[src/rtl/rv32_fetch_prefetch.sv]
// RV32 instruction-fetch stage: owns the fetch PC, issues word requests on a req/gnt/rvalid
// port, buffers returned words with their PC in a show-ahead FIFO and hands them to decode.
module rv32_fetch_prefetch #(
    parameter logic [31:0] RESET_PC        = 32'h0000_0000,
    parameter int unsigned FIFO_DEPTH      = 4,
    parameter int unsigned MAX_OUTSTANDING = 2
) (
    input  logic        clk_i,
    input  logic        rst_i,
    output logic        imem_req_o,
    output logic [31:0] imem_addr_o,
    input  logic        imem_gnt_i,
    input  logic        imem_rvalid_i,
    input  logic [31:0] imem_rdata_i,
    input  logic        redirect_i,
    input  logic [31:0] redirect_pc_i,
    output logic        id_valid_o,
    output logic [31:0] id_instr_o,
    output logic [31:0] id_pc_o,
    input  logic        id_ready_i
);

    localparam int unsigned PTR_W = $clog2(FIFO_DEPTH);
    localparam int unsigned CNT_W = PTR_W + 1;
    localparam int unsigned SUM_W = CNT_W + 1;

    typedef struct packed {
        logic [31:0] pc;
        logic [31:0] instr;
    } fetch_entry_t;

    logic [31:0]      fetch_pc_q, fetch_pc_d;
    logic [31:0]      resp_pc_q, resp_pc_d;
    logic [PTR_W-1:0] wr_ptr_q, wr_ptr_d;
    logic [PTR_W-1:0] rd_ptr_q, rd_ptr_d;
    logic [CNT_W-1:0] count_q, count_d;
    logic [CNT_W-1:0] outst_q, outst_d;
    logic [CNT_W-1:0] discard_q, discard_d;
    fetch_entry_t     fifo_q [FIFO_DEPTH];

    logic fill_ok_c, grant_c, rsp_c, drop_c, push_c, pop_c;
    logic unused_pc_bits;

    assign unused_pc_bits = ^redirect_pc_i[1:0];

    // Handshake decode; credits cover both buffered and in-flight words so a push never overflows.
    always_comb begin
        fill_ok_c  = (SUM_W'(count_q) + SUM_W'(outst_q)) < SUM_W'(FIFO_DEPTH);
        imem_req_o = !rst_i && !redirect_i && fill_ok_c && (outst_q < CNT_W'(MAX_OUTSTANDING));
        grant_c    = imem_req_o && imem_gnt_i;
        rsp_c      = imem_rvalid_i && (outst_q != '0);
        drop_c     = rsp_c && (discard_q != '0);
        push_c     = rsp_c && !drop_c && !redirect_i;
        pop_c      = (count_q != '0) && id_ready_i && !redirect_i;
    end

    // Next-state: redirect flushes the buffer and marks every in-flight word for discard.
    always_comb begin
        fetch_pc_d = fetch_pc_q;
        resp_pc_d  = resp_pc_q;
        wr_ptr_d   = wr_ptr_q;
        rd_ptr_d   = rd_ptr_q;
        count_d    = count_q;
        outst_d    = outst_q + CNT_W'(grant_c) - CNT_W'(rsp_c);
        discard_d  = discard_q;
        if (redirect_i) begin
            fetch_pc_d = {redirect_pc_i[31:2], 2'b00};
            resp_pc_d  = {redirect_pc_i[31:2], 2'b00};
            wr_ptr_d   = '0;
            rd_ptr_d   = '0;
            count_d    = '0;
            discard_d  = outst_d;
        end else begin
            if (grant_c) begin
                fetch_pc_d = fetch_pc_q + 32'd4;
            end
            if (drop_c) begin
                discard_d = discard_q - CNT_W'(1);
            end
            if (push_c) begin
                resp_pc_d = resp_pc_q + 32'd4;
                wr_ptr_d  = wr_ptr_q + PTR_W'(1);
            end
            if (pop_c) begin
                rd_ptr_d = rd_ptr_q + PTR_W'(1);
            end
            count_d = count_q + CNT_W'(push_c) - CNT_W'(pop_c);
        end
    end

    always_ff @(posedge clk_i or posedge rst_i) begin
        if (rst_i) begin
            fetch_pc_q <= RESET_PC;
            resp_pc_q  <= RESET_PC;
            wr_ptr_q   <= '0;
            rd_ptr_q   <= '0;
            count_q    <= '0;
            outst_q    <= '0;
            discard_q  <= '0;
        end else begin
            fetch_pc_q <= fetch_pc_d;
            resp_pc_q  <= resp_pc_d;
            wr_ptr_q   <= wr_ptr_d;
            rd_ptr_q   <= rd_ptr_d;
            count_q    <= count_d;
            outst_q    <= outst_d;
            discard_q  <= discard_d;
        end
    end

    // Payload storage needs no reset: entries are only visible while count is non-zero.
    always_ff @(posedge clk_i) begin
        if (push_c) begin
            fifo_q[wr_ptr_q] <= '{pc: resp_pc_q, instr: imem_rdata_i};
        end
    end

    assign imem_addr_o = fetch_pc_q;
    assign id_valid_o  = (count_q != '0);
    assign id_pc_o     = id_valid_o ? fifo_q[rd_ptr_q].pc    : 32'h0;
    assign id_instr_o  = id_valid_o ? fifo_q[rd_ptr_q].instr : 32'h0;

    always_ff @(posedge clk_i) begin
        if (!rst_i) begin
            assert ((SUM_W'(count_q) + SUM_W'(outst_q)) <= SUM_W'(FIFO_DEPTH));
            assert (discard_q <= outst_q);
            assert (outst_q <= CNT_W'(MAX_OUTSTANDING));
            assert (id_pc_o[1:0] == 2'b00);
        end
    end

endmodule

[config.mk]
export PLATFORM = sky130hd
export DESIGN_NAME = rv32_fetch_prefetch
export DESIGN_NICKNAME = d
export VERILOG_FILES = /design/src/rtl/rv32_fetch_prefetch.sv
export SDC_FILE = /design/constraint.sdc
export NUM_CORES = 1
export LEC_CHECK = 0
export ABC_AREA = 0
export ABC_CLOCK_PERIOD_IN_PS = 4300
export CAP_MARGIN = 10
export CORE_MARGIN = 5
export CORE_UTILIZATION = 58
export CTS_BUF_LIST = sky130_fd_sc_hd__clkbuf_4
export DETAILED_ROUTE_END_ITERATION = 6
export HOLD_SLACK_MARGIN = 0.08
export PLACE_DENSITY = 0.83
export SLEW_MARGIN = 5
export SYNTH_ARGS = -nofsm -noshare
export SYNTH_HDL_FRONTEND = slang
export SYNTH_SLANG_ARGS = --single-unit
[constraint.sdc]
create_clock -name clk_i -period 4.3 [get_ports clk_i]
set_input_delay 0.86 -clock clk_i [delete_from_list [all_inputs] [get_ports clk_i]]
set_output_delay 0.86 -clock clk_i [all_outputs]
set_load 0.1 [all_outputs]
==> flow_metrics.py <==
metrics = {
    "status": {
        "status": "complete, no violations",
    },
    "synthesis": {
        "synth_edf_count": 248,
        "synth_fa_ha_area_frac": 0.01663,
        "synth_compound_area_frac": 0.03052,
        "yosysTopAreaCell": "edfxtp_1",
        "synth_top_area_frac": 0.5440,
        "ys_warn_count": 0,
        "synthFlopType": "edfxtp_1",
        "synthMuxAreaShare": 0.1134,
        "async_flop_share": 0.2274,
        "synth_most_common_cell": "edfxtp_1",
        "synth_area_leaders": "edfxtp_1, dfrtp_1, mux4_2",
        "synth_top_family_by_area": "multiplexers",
        "synthTopCellsByCount": "edfxtp_1, dfrtp_1, and2_1",
        "ys_types": 53,
        "syn_area_um2": 13690,
        "avgSynthCellArea_um2": 15.98,
        "synth_seq_area_share": 0.6774,
        "synth_xor_area_frac": 0.02943,
        "synthSimpleGateAreaFrac": 0.1114,
        "ys_ff_latch": 321,
        "postSynthCellCount": 857,
    },
    "final_layout": {
        "final_util": 0.7075,
        "area_growth_pct": 20.57,
        "finalNetCount": 1156,
        "stdcell_area_um2": 16510,
        "drive_gt1_frac": 0.2608,
    },
    "grt": {
        "grt_pass1_vias": 8461,
        "grt_start_max_net_pins": 66,
        "track_usage": 0.2143,
        "top_usage_layer": "met2",
        "met2_usage": 0.3405,
        "antenna_found_initial": 1,
        "grt_pass1_wl_um": 44670,
        "met3_usage": 0.05678,
        "grt-ovfl-total": 0,
        "use_met1": 0.2949,
    },
    "placement": {
        "place_area_um2": 15510,
        "hpwl_um": 17590,
        "pre_cts_slack_ns": 0.8552,
        "portBuffers": 161,
        "place_congestion": 0.8381,
    },
    "clock_tree": {
        "cts_htree_levels": 3,
        "cts_tree": "built",
        "post-cts-setup-buffer-count": 0,
        "cts-root-buf": "clkbuf_4",
        "max-clock-path-buffers": 3,
        "ctsHoldBuffers": 0,
        "clock-sinks": 321,
        "cts_resized": 0,
        "path_clk_slew_ns": 0.06,
        "cts_buffers": 77,
        "clk_latency_ns": 0.66,
    },
    "timing": {
        "hold_violations": 0,
        "clock_skew_ns": 0.03554,
        "setup_violations": 0,
        "layout_min_cycle_time_ns": 3.580,
        "clock.fmax_mhz": 279.4,
        "maxSlewHeadroom": 0.3362,
        "holdWs_ns": 0.5605,
        "final.setup.worst_slack_ns": 0.7203,
        "rsz0062_at_grt": "no",
        "finalCritPeriodShare": 0.8325,
        "worst_slew_pin_slew_ns": 0.9926,
        "setup_tns_ns": 0,
        "slew_violations": 0,
    },
    "routing": {
        "routed_wl_um": 27930,
        "viasPerCell": 5.645,
        "num_vias": 8191,
        "ant_nets": 0,
        "wl_per_cell_um": 19.25,
        "dr.pass1.iters": 4,
        "drc": 0,
        "drtIter0Drc": 509,
    },
    "power_and_ir_drop": {
        "p_leak_nw": 5.875,
        "ir_drop_mv": 0.3774,
        "p_per_area_nw_per_um2": 640.2,
    },
    "floorplanning": {
        "coreArea_um2": 23330,
        "die_h_um": 163.6,
        "ioPinCount": 168,
        "initial_core_util": 0.5868,
        "die_w_um": 163.6,
        "rows": 56,
        "dieArea_um2": 26780,
    },
    "worst_setup_path": {
        "crit_type": "flip-flop to output port",
        "worst_ep_arrival_time_ns": 2.72,
        "crit_start": "rd_ptr_q[0]",
        "slowest_delay_ns": 0.69,
        "end_kind": "output port",
        "crit_fanout": 19,
        "slowest_stage": "dfrtp_4",
        "critPathRequiredTime_ns": 3.44,
        "start_kind": "flip-flop",
        "path_common_cell": "buf_4",
        "cp_cell_sequence": "buf_4, mux4_2, and2_1, buf_4",
        "rr_startpoint": "count_q[1]",
    },
    "hold_path": {
        "min-delay-start": "redirect_i",
        "min_path_type": "primary input to flip-flop",
    },
    "flow_run": {
        "maxCapViolations": 0,
    },
}
placed cells by master (no fill, tap or decap), types with 21 or more instances in the layout:
cell             instances
edfxtp_1               248
clkbuf_4               110
clkdlybuf4s50_1         96
buf_4                   74
dfrtp_1                 71
and2_1                  66
mux4_2                  62
nand2_1                 53
nand3_1                 31
xnor2_1                 26
o21ai_0                 25
nor2_1                  25
clkinv_1                24
nand4_1                 21
path summary, 6_finish.rpt:
| kind | end | slack [ns] | depth (start not counted) |
|---|---|---|---|
| max in group asynchronous | imem_addr_o[17] | 2.60 | 3 |
| worst min-delay path | rd_ptr_q[1] | 0.56 | 2 |
| worst min register to register | discard_q[1] | 0.57 | 2 |
| min in group asynchronous | count_q[2] | 0.74 | 2 |
| worst max-delay path | id_pc_o[20] | 0.72 | 4 |
| worst max register to register | count_q[2] | 1.37 | 10 |
per-stage QoR:
stage | std cells | power [W]
after floorplan | 860 | 0.007280
after global placement | 1309 | 0.008185
after detailed placement | 1309 | 0.008223
after CTS | 1450 | 0.01070
after global routing | 1451 | 0.01108
final | 1451 | 0.01057
worst max-delay path: cells and delay by family, from the launching register on:
family	cells	cell delay (ns)
multiplexers	1	0.57
AND/OR/NAND/NOR	1	0.18
buffers and inverters	2	0.62
flip-flops	1	0.69
flip-flops by register name, summed over array words and instances, names as in the netlist:
name / cells
fifo_q: 248
discard_q: 3
outst_q: 3
count_q: 3
imem_addr_o: 30
wr_ptr_q: 2
rd_ptr_q: 2
resp_pc_q: 30
power by group:
group | internal [W] | leakage (nW) | total, W | switching (W)
clock | 0.00131 | 0.592 | 0.00245 | 0.00114
sequential | 0.00355 | 3.11 | 0.00379 | 0.000238
combinational | 0.00117 | 2.17 | 0.00433 | 0.00317
area by class of cell:
| class | instances | area [um^2] |
|---|---|---|
| diodes | 1 | 2.502 |
| repair buffers | 175 | 1602 |
| clock inverters | 31 | 172.7 |
| multi-input cells | 473 | 4148 |
| fillers | 1540 | 6825 |
| inverters | 21 | 78.83 |
| well taps | 319 | 399.1 |
| clock buffers | 110 | 825.8 |
| flip-flops and latches | 321 | 9279 |
logic make-up (layout without fill, tap and decap cells):
logic type / after synthesis / in the layout
flip-flops: 321 / 321
AND/OR/NAND/NOR: 265 / 265
multiplexers: 76 / 76
buffers and inverters: 66 / 337
AO/OA/AOI/OAI: 65 / 65
XOR/XNOR: 46 / 46
adder cells (fa/ha/maj): 17 / 17
other: 1 / 5
routing by layer:
| layer | vias to the layer above | routed length (um) |
|---|---|---|
| met4 | 0 | 516 |
| met3 | 42 | 2314 |
| li1 | 3746 | - |
| met2 | 359 | 13490 |
| met5 | - | 0 |
| met1 | 4044 | 11610 |
No activity file was read; power rests on OpenSTA's default activity.
